`src/rtl/alu_cmd_sequencer.sv`:
```
// Multi-cycle command front-end for a combinational ALU: 8-entry register
// file, operand issue with programmable settle time, write-back and response.
module alu_cmd_sequencer #(
   parameter int WIDTH   = 32,
   parameter int ALU_LAT = 1
) (
   input  logic             clk,
   input  logic             rst_n,
   input  logic             cmd_valid,
   output logic             cmd_ready,
   input  logic [3:0]       cmd_sel,
   input  logic             cmd_wr_imm,
   input  logic             cmd_use_carry,
   input  logic [2:0]       cmd_rd,
   input  logic [2:0]       cmd_rs1,
   input  logic [2:0]       cmd_rs2,
   input  logic [WIDTH-1:0] cmd_imm,
   output logic [WIDTH-1:0] alu_a,
   output logic [WIDTH-1:0] alu_b,
   output logic [3:0]       alu_sel,
   output logic             alu_cin,
   input  logic [WIDTH-1:0] alu_y,
   input  logic             alu_cout,
   input  logic             alu_neg,
   input  logic             alu_zero,
   input  logic             alu_ovf,
   output logic             rsp_valid,
   input  logic             rsp_ready,
   output logic [WIDTH-1:0] rsp_data,
   output logic [3:0]       rsp_flags
);

   typedef enum logic [1:0] {
      IDLE,
      ISSUE,
      RESP
   } state_t;

   localparam logic [3:0] CNT_LOAD = 4'(ALU_LAT - 1);

   state_t           state;
   state_t           state_nxt;
   logic [3:0]       cnt;
   logic [2:0]       rd_q;
   logic [3:0]       flags;
   logic [WIDTH-1:0] rf [8];
   logic [WIDTH-1:0] rs1_val;
   logic [WIDTH-1:0] rs2_val;
   logic             accept;
   logic             done;
   logic             wr_en;
   logic [2:0]       wr_idx;
   logic [WIDTH-1:0] wr_data;

   always_ff @(posedge clk) begin
      if (!rst_n) state <= IDLE;
      else        state <= state_nxt;
   end

   always_comb begin
      state_nxt = state;
      cmd_ready = 1'b0;
      rsp_valid = 1'b0;
      accept    = 1'b0;
      done      = 1'b0;
      unique case (state)
         IDLE: begin
            cmd_ready = 1'b1;
            accept    = cmd_valid;
            if (cmd_valid) state_nxt = cmd_wr_imm ? RESP : ISSUE;
         end
         ISSUE: begin
            done = (cnt == 4'd0);
            if (done) state_nxt = RESP;
         end
         RESP: begin
            rsp_valid = 1'b1;
            if (rsp_ready) state_nxt = IDLE;
         end
         default: state_nxt = IDLE;
      endcase
   end

   // r0 is hard-wired to zero on the read side; its storage is never written
   assign rs1_val = (cmd_rs1 == 3'd0) ? '0 : rf[cmd_rs1];
   assign rs2_val = (cmd_rs2 == 3'd0) ? '0 : rf[cmd_rs2];

   always_comb begin
      wr_en   = 1'b0;
      wr_idx  = cmd_rd;
      wr_data = cmd_imm;
      if (accept && cmd_wr_imm) begin
         wr_en = (cmd_rd != 3'd0);
      end else if (done) begin
         wr_en   = (rd_q != 3'd0);
         wr_idx  = rd_q;
         wr_data = alu_y;
      end
   end

   always_ff @(posedge clk) begin
      if (!rst_n) begin
         for (int i = 0; i < 8; i++) rf[i] <= '0;
      end else if (wr_en) begin
         rf[wr_idx] <= wr_data;
      end
   end

   always_ff @(posedge clk) begin
      if (!rst_n) begin
         alu_a     <= '0;
         alu_b     <= '0;
         alu_sel   <= '0;
         alu_cin   <= 1'b0;
         rd_q      <= '0;
         cnt       <= '0;
         flags     <= '0;
         rsp_data  <= '0;
         rsp_flags <= '0;
      end else begin
         if (accept && cmd_wr_imm) begin
            rsp_data  <= cmd_imm;
            rsp_flags <= flags;
         end else if (accept) begin
            alu_a   <= rs1_val;
            alu_b   <= rs2_val;
            alu_sel <= cmd_sel;
            alu_cin <= cmd_use_carry & flags[3];
            rd_q    <= cmd_rd;
            cnt     <= CNT_LOAD;
         end
         if (state == ISSUE && !done) cnt <= cnt - 4'd1;
         if (done) begin
            flags     <= {alu_cout, alu_neg, alu_zero, alu_ovf};
            rsp_data  <= alu_y;
            rsp_flags <= {alu_cout, alu_neg, alu_zero, alu_ovf};
         end
      end
   end

endmodule

```
`config.mk`:
```
export PLATFORM = sky130hd
export DESIGN_NAME = alu_cmd_sequencer
export DESIGN_NICKNAME = d
export VERILOG_FILES = /design/src/rtl/alu_cmd_sequencer.sv
export SDC_FILE = /design/constraint.sdc
export NUM_CORES = 1
export LEC_CHECK = 0
export ABC_AREA = 1
export BUFFER_PORTS_ARGS = -buffer_cell sky130_fd_sc_hd__buf_2
export CORE_ASPECT_RATIO = 1.75
export CORE_UTILIZATION = 50
export CTS_BUF_LIST = sky130_fd_sc_hd__clkbuf_8 sky130_fd_sc_hd__clkbuf_16
export DETAILED_ROUTE_END_ITERATION = 6
export GPL_TIMING_DRIVEN = 0
export PLACE_DENSITY = 0.69
export SKIP_CTS_REPAIR_TIMING = 1
export SLEW_MARGIN = 20
export SYNTH_ARGS = -nofsm -noshare
export SYNTH_HDL_FRONTEND = slang
export SYNTH_SLANG_ARGS = --single-unit
```
`constraint.sdc`:
```
create_clock -name clk -period 10.4 [get_ports clk]
set_input_delay 2.08 -clock clk [delete_from_list [all_inputs] [get_ports clk]]
set_output_delay 2.08 -clock clk [all_outputs]
set_load 0.05 [all_outputs]
```
==> results of run 1 <==
==> worst max-delay path, stage by stage <==
cell	delay [ns]
clkbuf_1	0.62
inv_1	0.15
nor2_2	0.19
nand3_2	0.27
buf_2	0.33
o21ai_4	0.68
buf_16	0.24
==> state kept, by name (all words and copies together), names as in the netlist <==
signal and flops:
rf 224, alu_a 32, alu_b 32, rsp_data 32, alu_sel 4, cnt 4, flags 4, rsp_flags 4
rd_q 3, state 2, alu_cin 1
==> cell families after synthesis <==
logic type / Yosys count / share of synthesized area
simple gates: 1104 / 0.311
buf+inv: 372 / 0.0897
fa+ha+maj: 1 / 0.000693
flops: 342 / 0.503
compound gates: 337 / 0.0952
==> report_power, final <==
part           switching [uW]  internal, uW  total (uW)
Clock                     543           753        1300
Sequential               37.7          1520        1550
Combinational             502           147         648
Total                    1080          2420        3500
==> path summary, 6_finish.rpt <==
path | startpoint | to | slack, ns
hold / removal | cnt[0] | cnt[0] | 0.46
hold reg to reg | cnt[0] | cnt[0] | 0.46
setup / recovery | rst_n | rf[5][11] | 6.02
setup reg to reg | cnt[0] | rf[5][11] | 7.43
==> placed cells by master, fill, tap and decap left out, types with 32 or more instances in the layout <==
cell type | synthesis | final
a21oi_1 | 145 | 145
buf_2 | 53 | 241
clkbuf_1 | 70 | 70
clkbuf_16 | 0 | 38
dfxtp_1 | 118 | 118
edfxtp_1 | 224 | 224
inv_1 | 171 | 180
inv_2 | 32 | 32
nand2_1 | 506 | 506
nand3_1 | 193 | 193
nor2_1 | 135 | 135
nor3_1 | 64 | 64
nor3_2 | 160 | 160
o21ai_0 | 174 | 167
==> per-layer routing <==
metal	part of all wire	global-route usage
met5	0	0
met4	0.10	0.364
met3	0.080	0.0474
met2	0.49	0.644
met1	0.32	0.394
==> stage by stage <==
step           utilization  instance area [um^2]  hold slack (ns)  total power, uW
2_1_floorplan            -                 18100            0.422             1980
3_3_place_gp         0.553                 19600            0.436             2190
3_5_place_dp         0.561                 19900            0.450             2210
4_1_cts              0.594                 21000            0.457             3470
5_1_grt              0.594                 21000            0.480             3570
6_report             0.594                 21000            0.457             3500
==> layout make-up <==
type                            instances  area (um^2)  area share
Clock buffer                           41          992      0.0472
Multi-Input combinational cell       1442         7430       0.353
Clock inverter                         21          168     0.00797
Timing Repair Buffer                  197         1160      0.0553
Tap cell                              465          582      0.0277
Inverter                              204          766      0.0364
Buffer                                168          855      0.0406
Sequential cell                       342         9090       0.432
==> run_results.csv, run 1 <==
group,metric,value,unit
yosys,mappedNetlistNets,2244,
setup_path,crit_path_start_kind,"input pin",
timing,drv_slew,0,
outcome,status,"finished clean",
global_route,grt.total_usage,0.375,
job,cap_violations,0,
setup_path,reg2reg_depth,11,
yosys,yosys-top-cells-area,"edfxtp_1 37%, dfxtp_1 13%, nand2_1 11%, nor3_2 8.9%, nand3_1 5.3%",
place,dp_hpwl,49500,um
hold_path,hold_depth,1,
yosys,synth.most_common_cell,"nand2_1",
clock_tree,cts_max_level,2,
place,post-place-ws,5.60,ns
die,io_pins,194,
global_route,antenna_found_initial,0,
yosys,ys.flop_type,"edfxtp_1",
yosys,yosys-top-cells-count,"506 x nand2_1, 224 x edfxtp_1, 193 x nand3_1, 174 x o21ai_0, 171 x inv_1",
cells_and_area,final_nets,2477,
die,dieWidth,146,um
timing,max_freq,0.229,GHz
timing,hold_viol_final,0,
yosys,ys_warn_count,0,
cells_and_area,nFillCells,3147,
detailed_routing,first_pass_iters,6,
yosys,synth-seq-cells,342,
die,start_util,0.510,
yosys,netlist_area,0.0181,mm^2
yosys,postSynthAreaPerCell,8.37,um^2
clock_tree,clk_path_buf_depth,3,
detailed_routing,avgRoutedWirePerCell,24.0,um
clock_tree,worstSkewPairLatency,0.54,ns
cells_and_area,final_cells,2880,
yosys,yosysTopAreaCell,"edfxtp_1",
yosys,yosysSeqAreaShare,0.503,
clock_tree,clkTransAtPathRegs,0.06,ns
timing,final.period_utilization,0.421,
timing,skew,0.0257,ns
timing,worst_pin_slew,0.958,ns
timing,setup_violations,0,
setup_path,crit_arrival,4.61,ns
die,die_h,253,um
detailed_routing,route.detailed.drc,0,
yosys,synth_edf_count,224,
yosys,synth_top_area_frac,0.373,
power,powerDensity,166,mW/mm^2
global_route,grt_pass1_wl,101000,um
hold_path,hold_class,"reg -> reg",
setup_path,required,10.63,ns
detailed_routing,drt_iter0_markers,1986,
setup_path,critPathKind,"in -> reg",
detailed_routing,num_vias,17000,
setup_path,endpoint_kind,"register",
yosys,ys_types,30,
timing,maxSlewHeadroom,0.361,
clock_tree,cts_buffers,34,
timing,finalWorstSetupSlack,6.02,ns
place,dp_cells,2818,
global_route,grt_pass1_vias,16700,
timing,tns,0,ns
timing,rsz0062_at_grt,"no",
die,die_area,0.0369,mm^2
global_route,grt_start_max_net_pins,27,
clock_tree,clkSinkCount,342,
clock_tree,cts-root-buf,"clkbuf_16",
place,port_buffers,188,
cells_and_area,areaGrowthSynthToFinish,16.5,%
cells_and_area,num_antenna_cells,0,
yosys,syn_inst,2156,
detailed_routing,routed_wl,69100,um
yosys,async_flop_share,0,
cells_and_area,layout-drive-gt1-share,0.236,
die,row_count,91,
global_route,globalRouteOverflowTotal,0,
timing,fin_crit,4.38,ns
power,power.leakage,0.00862,uW
place,gp_congestion,1.01,
clock_tree,cts_tree,"done",
detailed_routing,ant_nets,0,
die,core,0.0354,mm^2
setup_path,path_max_fanout,18,
power,ir_drop,0.104,mV
detailed_routing,routed_via_density,5.89,
Power figures use the tool's default switching activity.
==> run 2, diff against run 1 <==
- ABC_AREA: 1 -> 0
- PLACE_DENSITY: 0.69 -> 0.72
- clock period: 10.4 -> 4 ns (I/O delays scaled with it)
==> run_results.csv, run 2 <==
group,metric,value,unit
outcome,status,"finished clean",
timing,final.period_utilization,0.797,
cells_and_area,post-route-util,0.599,
die,dieWidth,142,um
cells_and_area,largest_reg_flops,224,
place,dp_hpwl,46800,um
detailed_routing,routed_wl,68900,um
timing,max_freq,0.314,GHz
die,die_area,0.0352,mm^2
clock_tree,cts-root-buf,"clkbuf_16",
timing,maxSlewHeadroom,0.232,
yosys,synth_top_family_by_area,"compound AO/OA/AOI/OAI gates",
yosys,async_flop_share,0,
yosys,syn_inst,1438,
timing,setup_violations,0,
setup_path,crit_path_start_kind,"register",
place,gp_congestion,0.975,
timing,fin_crit,3.19,ns
setup_path,endpoint_kind,"register",
hold_path,hold_start,"alu_sel[1]",
detailed_routing,num_vias,15900,
global_route,antenna_found_initial,4,
setup_path,critPathKind,"reg -> reg",
clock_tree,cts_max_level,1,
yosys,yosys-top-cells-area,"edfxtp_1 39%, dfxtp_1 14%, a22oi_1 9.7%, mux2i_1 5.6%, mux4_2 4.5%",
timing,tns,0,ns
yosys,ys.flop_type,"edfxtp_1",
setup_path,critPathBufInv,7,
die,row_count,89,
power,powerDensity,449,mW/mm^2
detailed_routing,avgRoutedWirePerCell,31.7,um
setup_path,required,4.30,ns
setup_path,crit_end,"rf[4][14]",
yosys,yosysSeqAreaShare,0.528,
setup_path,crit_path_start,"state[0]",
yosys,ys_types,53,
power,power.leakage,0.00774,uW
global_route,grt.total_usage,0.392,
timing,skew,0.0257,ns
clock_tree,clkTransAtPathRegs,0.07,ns
setup_path,path_common_cell,"buf_4",
yosys,synth_mux_area_frac,0.122,
setup_path,reg2reg_depth,10,
detailed_routing,route.detailed.drc,0,
setup_path,rrSetupSlack,0.81,ns
cells_and_area,nFillCells,2765,
timing,drv_slew,0,
setup_path,cp_slowest_cell,"buf_2",
yosys,synth.most_common_cell,"edfxtp_1",
cells_and_area,top_register,"rf",
global_route,grt_start_max_net_pins,21,
global_route,grt_pass1_vias,16000,
clock_tree,cts_tree,"done",
yosys,synth_fa_ha_area_frac,0.000727,
setup_path,path_depth,10,
yosys,yosysTopAreaCell,"edfxtp_1",
setup_path,crit_arrival,3.48,ns
yosys,postSynthAreaPerCell,12.0,um^2
setup_path,path_max_fanout,10,
setup_path,rr_startpoint,"state[0]",
setup_path,worstPathCellList,"buf_2, nor4bb_1, buf_2, buf_4, nand4b_1, buf_2, o211ai_1, buf_4, buf_4, buf_4",
timing,rsz0062_at_grt,"no",
place,dp_cells,2111,
detailed_routing,first_pass_iters,7,
setup_path,reg2reg_to,"rf[4][14]",
power,finalPower,9080,uW
detailed_routing,ant_nets,0,
yosys,synth-xor-area-share,0,
yosys,synth_top_area_frac,0.391,
setup_path,slowest_delay,0.36,ns
cells_and_area,areaGrowthSynthToFinish,17.6,%
power,ir_drop,0.329,mV
die,die_h,247,um
global_route,grt_pass1_wl,98900,um
timing,hold_viol_final,0,
yosys,synth_simple_gate_area_frac,0.0444,
yosys,netlist_area,0.0172,mm^2
detailed_routing,routed_via_density,7.34,
job,cap_violations,0,
clock_tree,worstSkewPairLatency,0.60,ns
global_route,globalRouteOverflowTotal,0,
yosys,mappedNetlistNets,1526,
cells_and_area,final_cells,2172,
yosys,ys_warn_count,0,
detailed_routing,drt_iter0_markers,2361,
die,core,0.0337,mm^2
yosys,synth-compound-area-share,0.261,
clock_tree,clkSinkCount,342,
clock_tree,clk_path_buf_depth,3,
cells_and_area,final_common_cell,"buf_2",
place,port_buffers,187,
clock_tree,cts_buffers,31,
timing,worst_pin_slew,1.15,ns
setup_path,critical_path.top_delay_family,"buffers and inverters",
yosys,synth_edf_count,224,
die,io_pins,194,
cells_and_area,layout-drive-gt1-share,0.247,
hold_path,hold_class,"reg -> reg",
cells_and_area,final_nets,1777,
cells_and_area,layout_common_cells,"230 x buf_2, 224 x edfxtp_1, 222 x a22oi_1",
yosys,yosys-top-cells-count,"224 x edfxtp_1, 222 x a22oi_1, 118 x dfxtp_1, 108 x clkbuf_1, 96 x mux2i_1",
yosys,synth-seq-cells,342,
die,start_util,0.510,
run 2: cell types whose count changed after synthesis, sizes merged, moves of 62 or more:
cell,delta
a21oi,-97
nor3,-219
nor2,-137
a22oi,+222
nand2,-457
o21ai,-79
nand3,-150
mux2i,+96
a31oi,+62
inv,-198
run 2: worst register-to-register path: stages (launching register included):
cell	delay, ns
dfxtp_1	0.31
buf_2	0.18
nor4bb_1	0.27
buf_2	0.27
buf_4	0.25
nand4b_1	0.33
buf_2	0.36
o211ai_1	0.24
buf_4	0.26
buf_4	0.21
buf_4	0.22
run 2: logic make-up (layout without fill, tap and decap cells):
| kind of cell | count (synthesis) | after routing |
|---|---|---|
| compound gates | 610 | 610 |
| fa+ha+maj | 1 | 1 |
| buf+inv | 176 | 451 |
| flops | 342 | 342 |
| mux | 163 | 163 |
| other cells | 0 | 4 |
| simple gates | 146 | 146 |
run 2: worst min-delay path by stage:
stage / cells after the start / slack (ns) / to
after detailed placement: 2 / 0.44 / alu_sel[1]
after CTS: 3 / 0.45 / alu_sel[2]
after floorplan: 2 / 0.45 / flags[0]
after global routing: 3 / 0.47 / alu_sel[2]
after global placement: 2 / 0.44 / alu_cin
final: 2 / 0.45 / alu_sel[1]
run 2: final cells by class:
type	instances	area, um^2	area share
inverter	5	18.8	0.000928
antenna	4	10.0	0.000495
sequential	342	9090	0.450
tap	455	569	0.0282
timing repair buffer	218	1210	0.0599
clock buffer	34	817	0.0404
buffer	171	733	0.0363
clock inverter	23	363	0.0179
multi-input combinational	920	7410	0.366
run 2: metal layers:
metal  wire, um  vias up  global-route usage  part of all wire
met5          0        -             0.00427                 0
met4       6790        0               0.340             0.098
met3       8260      481              0.0943              0.12
met2      32600     1487               0.644              0.47
met1      21300     7569               0.422              0.31
li1           -     6412                   -                 -
run 2: through the flow:
step                area, um^2  setup WS, ns  hold WS [ns]
floorplan                17200        -0.143         0.454
global route             20200         0.766         0.467
finish                   20200         0.813         0.453
global placement         18700         -2.87         0.441
CTS                      20200         0.940         0.452
detailed placement       19000         0.533         0.445
run 2: power breakdown:
| group | leakage (uW) | internal (uW) | total (uW) | switching (uW) |
|---|---|---|---|---|
| combinational | 0.00388 | 417 | 1500 | 1080 |
| clock | 0.000589 | 2110 | 3490 | 1380 |
| sequential | 0.00327 | 3960 | 4090 | 131 |
